File: src/rtl/mantissa_normalizer_pipe.sv
// mantissa_normalizer_pipe
//   Two-stage valid/ready post-add normaliser for the floating adder.
//   Stage 1 registers the raw adder result together with its leading-zero
//   count; stage 2 (the output register) holds the normalised fraction,
//   the adjusted exponent and the zero/underflow/overflow flags.
//   Optional build macro: NORM_ROUND_EN (round-to-nearest-even on the
//   carry path; truncation when undefined).
module mantissa_normalizer_pipe #(
    parameter int MANT_W = 24,
    parameter int EXP_W  = 8
) (
    input  logic              clk,
    input  logic              rst_n,
    input  logic              in_valid,
    output logic              in_ready,
    input  logic [MANT_W-1:0] in_mant,
    input  logic              in_carry,
    input  logic [EXP_W-1:0]  in_exp,
    input  logic              in_sign,
    input  logic              in_sticky,
    output logic              out_valid,
    input  logic              out_ready,
    output logic [MANT_W-2:0] out_frac,
    output logic [EXP_W-1:0]  out_exp,
    output logic              out_sign,
    output logic              out_zero,
    output logic              out_uflow,
    output logic              out_oflow
);

    localparam int FW   = MANT_W - 1;
    localparam int LZ_W = $clog2(MANT_W + 1);
    // Exponent maths width: wide enough for EXP_W+1 bits and for the lz count.
    localparam int CW   = (LZ_W > EXP_W + 1) ? LZ_W : EXP_W + 1;
    localparam logic [EXP_W-1:0] EXP_ONES   = {EXP_W{1'b1}};
    localparam logic [CW-1:0]    EXP_ONES_C = CW'(EXP_ONES);

    // Leading-zero count: the highest set bit wins, MANT_W when no bit is set.
    function automatic logic [LZ_W-1:0] lzc(input logic [MANT_W-1:0] m);
        logic [LZ_W-1:0] n;
        n = LZ_W'(MANT_W);
        for (int i = 0; i < MANT_W; i++) begin
            if (m[i]) begin
                n = LZ_W'(MANT_W - 1 - i);
            end else begin
                n = n;
            end
        end
        return n;
    endfunction

    // Stage 1 registers
    logic              s1_valid_r;
    logic [MANT_W-1:0] s1_mant_r;
    logic              s1_carry_r;
    logic [EXP_W-1:0]  s1_exp_r;
    logic              s1_sign_r;
    logic [LZ_W-1:0]   s1_lz_r;

    // Handshake and stage 2 combinational results
    logic              s2_advance_s;
    logic [CW-1:0]     exp_c_s;
    logic [CW-1:0]     lz_c_s;
    logic [CW-1:0]     exp_inc_s;
    logic [FW-1:0]     carry_frac_s;
    logic [CW-1:0]     carry_exp_s;
    logic [FW-1:0]     nxt_frac_s;
    logic [EXP_W-1:0]  nxt_exp_s;
    logic              nxt_zero_s;
    logic              nxt_uflow_s;
    logic              nxt_oflow_s;

    assign s2_advance_s = ~out_valid | out_ready;
    assign in_ready     = ~s1_valid_r | s2_advance_s;

    assign exp_c_s   = CW'(s1_exp_r);
    assign lz_c_s    = CW'(s1_lz_r);
    assign exp_inc_s = exp_c_s + CW'(1);

`ifdef NORM_ROUND_EN
    logic              s1_sticky_r;
    logic              round_up_s;
    logic [MANT_W-1:0] rnd_sum_s;
    // Guard is the bit shifted out by the carry right-shift.
    assign round_up_s = s1_mant_r[0] & (s1_sticky_r | s1_mant_r[1]);
    assign rnd_sum_s  = {1'b0, s1_mant_r[MANT_W-1:1]} + MANT_W'(1);

    // Sticky only matters for rounding, so it is only staged in this build.
    always_ff @(posedge clk or negedge rst_n) begin
        if (!rst_n) begin
            s1_sticky_r <= 1'b0;
        end else if (in_ready && in_valid) begin
            s1_sticky_r <= in_sticky;
        end
    end
`else
    logic unused_sticky_s;
    assign unused_sticky_s = in_sticky;
`endif

    // Stage 1: capture the beat and its leading-zero count.
    always_ff @(posedge clk or negedge rst_n) begin
        if (!rst_n) begin
            s1_valid_r <= 1'b0;
            s1_mant_r  <= {MANT_W{1'b0}};
            s1_carry_r <= 1'b0;
            s1_exp_r   <= {EXP_W{1'b0}};
            s1_sign_r  <= 1'b0;
            s1_lz_r    <= {LZ_W{1'b0}};
        end else if (in_ready) begin
            s1_valid_r <= in_valid;
            if (in_valid) begin
                s1_mant_r  <= in_mant;
                s1_carry_r <= in_carry;
                s1_exp_r   <= in_exp;
                s1_sign_r  <= in_sign;
                s1_lz_r    <= lzc(in_mant);
            end
        end
    end

    // Stage 2 datapath: carry shift, zero, underflow flush or left normalise.
    always_comb begin
        nxt_frac_s   = {FW{1'b0}};
        nxt_exp_s    = {EXP_W{1'b0}};
        nxt_zero_s   = 1'b0;
        nxt_uflow_s  = 1'b0;
        nxt_oflow_s  = 1'b0;
        carry_frac_s = s1_mant_r[MANT_W-1:1];
        carry_exp_s  = exp_inc_s;
`ifdef NORM_ROUND_EN
        if (round_up_s) begin
            if (rnd_sum_s[MANT_W-1]) begin
                carry_frac_s = {FW{1'b0}};
                carry_exp_s  = exp_inc_s + CW'(1);
            end else begin
                carry_frac_s = rnd_sum_s[FW-1:0];
                carry_exp_s  = exp_inc_s;
            end
        end else begin
            carry_frac_s = s1_mant_r[MANT_W-1:1];
            carry_exp_s  = exp_inc_s;
        end
`endif
        if (s1_carry_r) begin
            if (carry_exp_s >= EXP_ONES_C) begin
                nxt_oflow_s = 1'b1;
                nxt_exp_s   = EXP_ONES;
                nxt_frac_s  = {FW{1'b0}};
            end else begin
                nxt_frac_s  = carry_frac_s;
                nxt_exp_s   = EXP_W'(carry_exp_s);
            end
        end else if (s1_mant_r == {MANT_W{1'b0}}) begin
            nxt_zero_s  = 1'b1;
        end else if (lz_c_s >= exp_c_s) begin
            nxt_zero_s  = 1'b1;
            nxt_uflow_s = 1'b1;
        end else begin
            nxt_frac_s  = FW'(s1_mant_r << s1_lz_r);
            nxt_exp_s   = EXP_W'(exp_c_s - lz_c_s);
        end
    end

    // Stage 2 output register: load when empty or when downstream takes the beat.
    always_ff @(posedge clk or negedge rst_n) begin
        if (!rst_n) begin
            out_valid <= 1'b0;
            out_frac  <= {FW{1'b0}};
            out_exp   <= {EXP_W{1'b0}};
            out_sign  <= 1'b0;
            out_zero  <= 1'b0;
            out_uflow <= 1'b0;
            out_oflow <= 1'b0;
        end else if (s2_advance_s) begin
            out_valid <= s1_valid_r;
            if (s1_valid_r) begin
                out_frac  <= nxt_frac_s;
                out_exp   <= nxt_exp_s;
                out_sign  <= s1_sign_r;
                out_zero  <= nxt_zero_s;
                out_uflow <= nxt_uflow_s;
                out_oflow <= nxt_oflow_s;
            end
        end
    end

endmodule

File: config.mk
export PLATFORM = sky130hd
export DESIGN_NAME = mantissa_normalizer_pipe
export DESIGN_NICKNAME = d
export VERILOG_FILES = /design/src/rtl/mantissa_normalizer_pipe.sv
export SDC_FILE = /design/constraint.sdc
export NUM_CORES = 1
export LEC_CHECK = 0
export ABC_CLOCK_PERIOD_IN_PS = 4600
export CAP_MARGIN = 20
export CORE_ASPECT_RATIO = 1.2
export CORE_UTILIZATION = 52
export CTS_BUF_LIST = sky130_fd_sc_hd__clkbuf_4 sky130_fd_sc_hd__clkbuf_8 sky130_fd_sc_hd__clkbuf_16
export CTS_CLUSTER_DIAMETER = 30
export DETAILED_ROUTE_END_ITERATION = 7
export MAX_ROUTING_LAYER = met4
export PLACE_DENSITY = 0.79
export SYNTH_ARGS = -nofsm -noshare
export SYNTH_HDL_FRONTEND = slang
export SYNTH_SLANG_ARGS = --single-unit
export TNS_END_PERCENT = 100
File: constraint.sdc
create_clock -name clk -period 4.6 [get_ports clk]
set_input_delay 0.46 -clock clk [delete_from_list [all_inputs] [get_ports clk]]
set_output_delay 0.46 -clock clk [all_outputs]
set_load 0.02 [all_outputs]
==> results of run 1 <==
final timing paths:
path	start	end	slack (ns)	cells after the start
hold reg to reg	out_oflow	out_oflow	0.47	2
min in group clk	out_oflow	out_oflow	0.47	2
setup reg to reg	s1_exp_r[0]	out_frac[19]	1.44	10
max in group asynchronous	rst_n	s1_lz_r[3]	3.78	1
hold / removal	rst_n	out_exp[4]	0.23	1
setup / recovery	s1_exp_r[0]	out_frac[19]	1.44	10
stage by stage:
step                cells  area (µm²)  hold WS [ns]  setup slack (ns)  util (%)
floorplan             499        4860         0.164              1.64         -
global placement      669        5660         0.454              1.52      62.3
detailed placement    669        5660         0.459              1.49      62.3
CTS                   685        5850         0.266              1.46      64.4
global route          685        5850         0.299              1.27      64.4
finish                685        5850         0.232              1.44      64.4
cell usage in the layout (no fill, tap or decap), types with 3 or more instances in the layout:
| cell | netlist | routed |
|---|---|---|
| sky130_fd_sc_hd__inv_1 | 13 | 13 |
| sky130_fd_sc_hd__ha_1 | 7 | 7 |
| sky130_fd_sc_hd__a221o_1 | 6 | 6 |
| sky130_fd_sc_hd__nor4_1 | 13 | 13 |
| sky130_fd_sc_hd__o31ai_1 | 10 | 10 |
| sky130_fd_sc_hd__dfrtp_1 | 76 | 76 |
| sky130_fd_sc_hd__mux2i_1 | 20 | 20 |
| sky130_fd_sc_hd__nand2_1 | 40 | 40 |
| sky130_fd_sc_hd__a22oi_1 | 17 | 17 |
| sky130_fd_sc_hd__mux4_2 | 7 | 7 |
| sky130_fd_sc_hd__nor2_1 | 41 | 41 |
| sky130_fd_sc_hd__clkdlybuf4s50_1 | 0 | 73 |
| sky130_fd_sc_hd__o21ai_1 | 13 | 13 |
| sky130_fd_sc_hd__a21oi_1 | 27 | 27 |
| sky130_fd_sc_hd__mux2_1 | 6 | 6 |
| sky130_fd_sc_hd__o22ai_1 | 4 | 4 |
| sky130_fd_sc_hd__nor2b_1 | 6 | 6 |
| sky130_fd_sc_hd__o211ai_1 | 4 | 4 |
| sky130_fd_sc_hd__inv_6 | 0 | 5 |
| sky130_fd_sc_hd__a211oi_1 | 9 | 9 |
| sky130_fd_sc_hd__a31oi_1 | 3 | 3 |
| sky130_fd_sc_hd__or4_1 | 3 | 3 |
| sky130_fd_sc_hd__xor2_1 | 5 | 5 |
| sky130_fd_sc_hd__nor3b_1 | 3 | 3 |
| sky130_fd_sc_hd__nand4_1 | 3 | 3 |
| sky130_fd_sc_hd__a22o_1 | 3 | 3 |
| sky130_fd_sc_hd__nand3_1 | 12 | 12 |
| sky130_fd_sc_hd__o21ai_0 | 24 | 24 |
| sky130_fd_sc_hd__nor3_1 | 7 | 7 |
| sky130_fd_sc_hd__buf_4 | 1 | 8 |
| sky130_fd_sc_hd__mux2_2 | 39 | 39 |
| sky130_fd_sc_hd__clkbuf_8 | 0 | 10 |
| sky130_fd_sc_hd__nand2b_1 | 6 | 6 |
| sky130_fd_sc_hd__xnor2_1 | 4 | 4 |
sequential cells by signal (all words and copies together), names as in the netlist:
register / flops
out_exp: 8
out_frac: 23
out_oflow: 1
out_sign: 1
out_uflow: 1
out_valid: 1
out_zero: 1
s1_carry_r: 1
s1_exp_r: 8
s1_lz_r: 5
s1_mant_r: 24
s1_sign_r: 1
s1_valid_r: 1
cell usage after synthesis (all sizes together) (4+ instances only):
library cell	n
dfrtp	76
mux2	45
nor2	41
nand2	40
o21ai	37
a21oi	27
mux2i	20
clkbuf	19
a22oi	17
inv	14
nor4	14
buf	12
nand3	12
a211oi	10
o31ai	10
nor3	8
ha	7
mux4	7
a221o	6
nand2b	6
nor2b	6
xor2	5
o211ai	4
o22ai	4
xnor2	4
final cells by class:
class / instances / share of cell area [%]
Sequential cell: 76 / 32.5
Multi-Input combinational cell: 378 / 47.2
Timing Repair Buffer: 81 / 13.5
Clock buffer: 10 / 2.35
Tap cell: 120 / 2.57
Clock inverter: 6 / 0.899
Inverter: 14 / 0.899
layer usage:
layer  vias up  track usage, %
li1       2014               -
met2       216            41.9
met4         0            13.0
met3        49            5.37
met1      2078            37.7
met5         -               -
report_power, final:
| part | switching, µW | internal [µW] |
|---|---|---|
| Clock | 278 | 221 |
| Sequential | 157 | 807 |
| Combinational | 493 | 468 |
cell families (layout without fill, tap and decap cells):
logic type,Yosys count,count (layout),synth area share [%]
adder cells (fa/ha/maj),8,8,2.21
multiplexers,72,72,17.8
buffers and inverters,45,111,4.07
flip-flops,76,76,39.1
AO/OA/AOI/OAI,141,141,20.0
XOR/XNOR,9,9,1.62
AND/OR/NAND/NOR,148,148,15.2
==> summary.md, run 1 <==
The run finished with clean final reports. For the total leakage power, the log shows 0.00230 µW. Row generation in the floorplan step produced 38 rows.

The length of the first detailed-routing pass in iterations was 5. The worst-case IR drop observed on VDD is 0.190 mV. The slew of the pin with the lowest slew margin came out at 0.928 ns. Slowest cell on the critical path: sky130_fd_sc_hd__or4_1. The detail-routed via count per cell was 6.36. For the worst setup path, the data required time is 4.85 ns. The maximum cell stage delay along the critical path is 0.56 ns, and the HPWL after detailed placement is 9.46 mm. The synthesized netlist net count was 546.

The routed design has 12.8 mm of wire. The cell family contributing the most delay on the critical path is compound AO/OA/AOI/OAI gates. The total count of hold-check failures in the final report was 0; the antenna diode instance count was 0. In this run the mean area of a mapped cell was 9.74 µm². The region available for standard cell placement spans 9080 µm².

Summed over all layers, the global routing overflow is 0. The highest layer used for signal routing is met4. Die width: 90.3 µm. The run gives 4357 as the via count.

Buffers inserted to repair hold after CTS numbered 0. The global-route usage over all layers is 28.3%. The min-delay analysis places its worst path in the category input port to asynchronous set/reset pin.

The synthesized area came out at 4860 µm². STA classifies the critical path endpoint as a register. The share of the clock period used by the worst path is 68.8%, and the max-slew headroom at the worst pin is 38.2%. STA classifies the critical path startpoint as a register. The combined buffer and inverter count along the critical path came out at 2.

For this run, the leading register cell type out of synthesis is sky130_fd_sc_hd__dfrtp_1. Wire segments on met2 add up to 5.87 mm in the final route. In this design, the critical path's most frequently occurring cell is sky130_fd_sc_hd__inv_1. H-tree depth: 3. The buffer levels on the longest clock path came out at 2.

Of all nets on the critical path, the largest fanout is 14. The number of antenna violations at the first check in global routing was 0. The starting density of the core came out at 53.5%. TritonCTS built the clock tree.

Total DRC errors in the routed layout: 0. In this run, synthesis produced a sequential element count of 76. The detail route stage leaves a number of antenna-violating nets equal to 0.

Counting flops with a built-in enable in the synthesized netlist gives 0. The fraction of final layout cells with drive strength greater than 1 works out to 14.0%. The distinct cell type count after synthesis is 64.

The setup path with the least slack is of type register to register. The logs give 0 for the count of maximum capacitance violations and 0 for the post-cts sizing count. The run gives 4025 as the via count of the first global-routing pass. The design draws 2420 µW. Data arrives at the worst endpoint at 3.42 ns. The first global-routing pass estimated 20.7 mm of wire. Dividing the detail-routed wire length by the instance count gives 18.6 µm. The logs give 576 for the iteration-0 DRC count of the detailed router and 0.993 for the routability congestion estimate.

The final number of max-transition violations came out at 0. Number of I/O port buffers: 74. The die covers 9740 µm².

From synthesis to final layout, the design area changed by 20.3%. Setup violations remaining at the end of the flow were counted as 0. Setup repair after global routing left no endpoint under its margin. Portion of the post-synthesis area used by sequential elements: 39.1%.

The logs give 316 MHz for the top achievable clock speed and 5.69 mm for the detailed-route wire length on metal 1. The post-synthesis cell type with the largest combined area was sky130_fd_sc_hd__dfrtp_1. The fill cell total of the finished layout was 740; the final net count was 607.

Dividing total power by cell area gives a power density of 415 nW/µm². The multi-input combinational cells in the finished layout cover a total of 2760 µm². Summing all flip-flop and latch instances after layout gives 1900 µm². The signal on the critical path passes through inv_1 > ha_1 > inv_1 > fa_1 > a211oi_1 > o21ai_1 > a211oi_2 > or4_1 > a21oi_1 > a221o_1. Worst-skew pair later-pin latency: 0.37 ns. Clock tree synthesis inserted a total of 9 buffers. Entering global routing, the biggest net connects 77 pins. Detailed routing placed a total of 721 µm of wire on met3.

Clock skew on the completed layout was measured at 0.0118 ns. In this run the count of I/O pins placed on the die edge is 76. The clock period minus final worst setup slack is 3.16 ns, and the overall die height is 108 µm. After clock tree synthesis, the clock-pin slew on the worst setup and hold paths is 0.09 ns.

Clock tree synthesis selected as its root buffer the cell sky130_fd_sc_hd__clkbuf_8. The synthesized instance count came out at 499. Yosys attributes the largest share of cell area to sky130_fd_sc_hd__dfrtp_1, sky130_fd_sc_hd__mux2_2, sky130_fd_sc_hd__mux2i_1. Clock tree synthesis found a total of 76 sinks. The share of Yosys cell area claimed by the top area cell type was 39.1%. For the post-CTS setup buffer count, the log shows 0. Adding up every negative setup slack in the final design gives 0 ns. Yosys printed 0 warnings. In the synthesized netlist the async set-or-reset flop fraction comes to 100%.
Power figures use the tool's default switching activity.
==> inputs of run 2 (changes only) <==
--- a/config.mk
+++ b/config.mk
@@ -5,15 +5,15 @@
 export SDC_FILE = /design/constraint.sdc
 export NUM_CORES = 1
 export LEC_CHECK = 0
-export ABC_CLOCK_PERIOD_IN_PS = 4600
+export ABC_CLOCK_PERIOD_IN_PS = 2900
 export CAP_MARGIN = 20
 export CORE_ASPECT_RATIO = 1.2
-export CORE_UTILIZATION = 52
+export CORE_UTILIZATION = 49
 export CTS_BUF_LIST = sky130_fd_sc_hd__clkbuf_4 sky130_fd_sc_hd__clkbuf_8 sky130_fd_sc_hd__clkbuf_16
 export CTS_CLUSTER_DIAMETER = 30
 export DETAILED_ROUTE_END_ITERATION = 7
 export MAX_ROUTING_LAYER = met4
-export PLACE_DENSITY = 0.79
+export PLACE_DENSITY = 0.78
 export SYNTH_ARGS = -nofsm -noshare
 export SYNTH_HDL_FRONTEND = slang
 export SYNTH_SLANG_ARGS = --single-unit
==> constraint.sdc (replaced) <==
create_clock -name clk -period 2.9 [get_ports clk]
set_input_delay 0.29 -clock clk [delete_from_list [all_inputs] [get_ports clk]]
set_output_delay 0.29 -clock clk [all_outputs]
set_load 0.02 [all_outputs]
==> run 2 against run 1 <==
Compared with the run above: design area rose by 3.6%; via count rose by 1.3%; global-route usage barely moved; die area rose by 6.0%; cell count rose by 1.6%; first-iteration DRC count fell by 32%; clock-buffer cell count rose by 2; flip-flop and latch count did not move; routed wire length rose by 5.1%; sequential share of layout area fell by 1.1 points; register-to-register slack got worse by 1.2 ns; clock skew fell by 0.0077 ns; critical endpoint is now out_frac[13]; largest cell class unchanged.
==> summary.md, run 2 (synthesized netlist as in run 1, its figures left out) <==
The run finished with clean final reports. The final core utilization is 63.3% (was 64.4%). Commonest cells after routing, fill and taps aside: sky130_fd_sc_hd__dfrtp_1, sky130_fd_sc_hd__clkdlybuf4s50_1, sky130_fd_sc_hd__nor2_1 (unchanged). The fraction of final layout cells with drive strength greater than 1 is 15.2% (was 14.0%), and the total count of hold-check failures in the final report is 0 (unchanged). The clock skew after layout is 0.00411 ns (was 0.0118 ns). The final net count is 615 (was 607).

For the met1 demand-to-capacity share in global routing, the log shows 39.5% (was 37.7%). The detail-routed via count per cell was 6.34 (was 6.36); the overall die height was 111 µm (was 108 µm). Standard cell area after detailed placement: 5730 µm² (was 5660 µm²). The post-CTS setup buffer count was 0 (unchanged). Crit-path cells: inv_1 > ha_1 > inv_1 > fa_1 > a211oi_1 > o21ai_1 > a211oi_2 > or4_1 > buf_4 > a2111oi_4 > a221o_1 (was inv_1 > ha_1 > inv_1 > fa_1 > a211oi_1 > o21ai_1 > a211oi_2 > or4_1 > a21oi_1 > a221o_1). The maximum fanout count along the critical path was 7 (was 14). The critical path capture point type is a register (unchanged). The mean routed wirelength per cell works out to 19.3 µm (was 18.6 µm). The global-route wire length before repair was 21.8 mm (was 20.7 mm); the areal power density over the cells was 712 nW/µm² (was 415 nW/µm²). The critical path class was register to register (unchanged). For the buffer levels on the longest clock path, the log shows 2 (unchanged). Largest registers: s1_mant_r (24), out_frac (23) (unchanged). The total leakage power was 0.00241 µW (was 0.00230 µW); the slew of the pin with the lowest slew margin was 0.941 ns (was 0.928 ns). The register with the most flip-flops is s1_mant_r (unchanged). The tools report the via count of the first global-routing pass as 4137 (was 4025). The worst hold path class is input port to asynchronous set/reset pin (unchanged). The pin count of the biggest net entering global routing came out at 77 (unchanged). Root buffer cell: sky130_fd_sc_hd__clkbuf_16 (was sky130_fd_sc_hd__clkbuf_8). Slowest cell on the critical path: sky130_fd_sc_hd__fa_1 (was sky130_fd_sc_hd__or4_1). The I/O pin count is 76 (unchanged), and the starting density of the core is 50.8% (was 53.5%). Iteration-0 DRC count of the detailed router: 392 (was 576). The logs give 0 (unchanged) for the final number of setup-violating endpoints and 0 (unchanged) for the number of antenna violations at the first check in global routing.

The run gives 9560 µm² (was 9080 µm²) as the area inside the core boundary. The logs give 0 (unchanged) for the count of maximum capacitance violations and 0.433 mV (was 0.190 mV) for the maximum vdd ir drop. Sort of element at the start of the critical path: a register (unchanged). The leading cell type in the layout, fill and taps excluded was sky130_fd_sc_hd__dfrtp_1 (unchanged). The area growth from synthesis to layout was 24.7% (was 20.3%); the sum of negative setup slack was 0 ns (unchanged). The tools report the max-slew headroom at the worst pin as 37.3% (was 38.2%).

The antenna diode instance count was 0 (unchanged); the worst path required time was 3.12 ns (was 4.85 ns). The die area was 10300 µm² (was 9740 µm²). The number of sinks on the clock net is 76 (unchanged). The length of the first detailed-routing pass in iterations is 5 (unchanged), and the TritonCTS buffer count is 9 (unchanged).

Setup repair after global routing left no endpoint under its margin. TritonCTS built the clock tree. The post-placement cell count is 680 (was 669). The run gives 41.0% (was 41.9%) as the met2 track utilization from global routing. The register clock-pin slew on the reported worst setup and hold paths is 0.06 ns (was 0.09 ns), and the maximum cell stage delay along the critical path is 0.43 ns (was 0.56 ns). The worst-skew pair later-pin latency was 0.34 ns (was 0.37 ns); the quantity of hold-fixing buffers added after cts was 0 (unchanged). The clock period minus final worst setup slack was 2.67 ns (was 3.16 ns); the final number of max-transition violations was 0 (unchanged). Cell family with the largest share of critical-path delay: compound AO/OA/AOI/OAI gates (unchanged). The most prevalent standard cell on the critical path is sky130_fd_sc_hd__inv_1 (unchanged). The count of non-filler cells in the finished layout was 696 (was 685); the data arrival time at the worst-slack endpoint was 2.89 ns (was 3.42 ns). The number of flip-flops under the largest register name is 24 (unchanged), and the number of I/O port buffers is 74 (unchanged).

Post-cts sizing count: 0 (unchanged). Overall power of the completed layout: 4310 µW (was 2420 µW). The run gives 4414 (was 4357) as the via count. The most heavily used metal layer in global routing is met2 (unchanged).

The global-route congestion overflow total was 0 (unchanged); the aggregate routed wire length was 13.4 mm (was 12.8 mm). The total DRC errors in the routed layout is 0 (unchanged). For the H-tree depth, the log shows 3 (unchanged).

Count of nets left with antenna violations after detail routing: 0 (unchanged). The tools report the top achievable clock speed as 375 MHz (was 316 MHz). The final instance area came out at 6060 µm² (was 5850 µm²). The combined buffer and inverter count along the critical path works out to 3 (was 2). The share of the clock period used by the worst path was 91.9% (was 68.8%); the global-route usage over all layers was 28.2% (was 28.3%). The die width works out to 92.9 µm (was 90.3 µm).

For the routability congestion estimate, the log shows 0.923 (was 0.993). The floorplan row count is 39 (was 38), and the met3 track demand over resource is 4.73% (was 5.37%). The HPWL after detailed placement is 10.1 mm (was 9.46 mm).
==> run 2: final cells by class <==
class                   count  area [µm²]
clock buffers              12         254
fillers                   821        3510
clock inverters             4        72.6
inverters                  14        52.6
multi-input cells         378        2760
well taps                 123         154
repair buffers             89         863
flip-flops and latches     76        1900
==> run 2: where the power goes <==
part / switching [µW] / internal [µW] / leakage [µW]
Clock: 423 / 794 / 0.000160
Sequential: 250 / 1280 / 0.000925
Combinational: 803 / 757 / 0.00132
Total: 1480 / 2840 / 0.00241
==> run 2: worst paths after layout <==
check	startpoint	endpoint	slack (ns)	depth (start not counted)
max	s1_exp_r[0]	out_frac[13]	0.23	11
min	rst_n	s1_mant_r[1]	0.07	1
max reg2reg	s1_exp_r[0]	out_frac[13]	0.23	11
min reg2reg	out_oflow	out_oflow	0.47	2
max in group asynchronous	rst_n	s1_mant_r[9]	2.19	1
min in group clk	out_oflow	out_oflow	0.47	2
==> run 2: worst reg2reg max path: stages, from the launching register on <==
cell                        delay, ns
sky130_fd_sc_hd__dfrtp_1         0.37
sky130_fd_sc_hd__inv_1           0.08
sky130_fd_sc_hd__ha_1            0.17
sky130_fd_sc_hd__inv_1           0.05
sky130_fd_sc_hd__fa_1            0.43
sky130_fd_sc_hd__a211oi_1        0.23
sky130_fd_sc_hd__o21ai_1         0.15
sky130_fd_sc_hd__a211oi_2        0.34
sky130_fd_sc_hd__or4_1           0.21
sky130_fd_sc_hd__buf_4           0.18
sky130_fd_sc_hd__a2111oi_4       0.06
sky130_fd_sc_hd__a221o_1         0.28
==> run 2: metrics by stage <==
stage	hold slack, ns	setup slack (ns)
5_1_grt	0.185	0.0778
3_3_place_gp	0.450	0.383
3_5_place_dp	0.459	0.320
6_report	0.0718	0.234
2_1_floorplan	-0.00559	0.0400
4_1_cts	0.132	0.276
==> run 2: metal layers <==
metal	routed length, µm	vias to the layer above	part of all wire, %
li1	-	2022	-
met1	5960	2170	44
met2	6290	194	47
met3	864	28	6.4
met4	294	0	2.2
met5	0	-	0
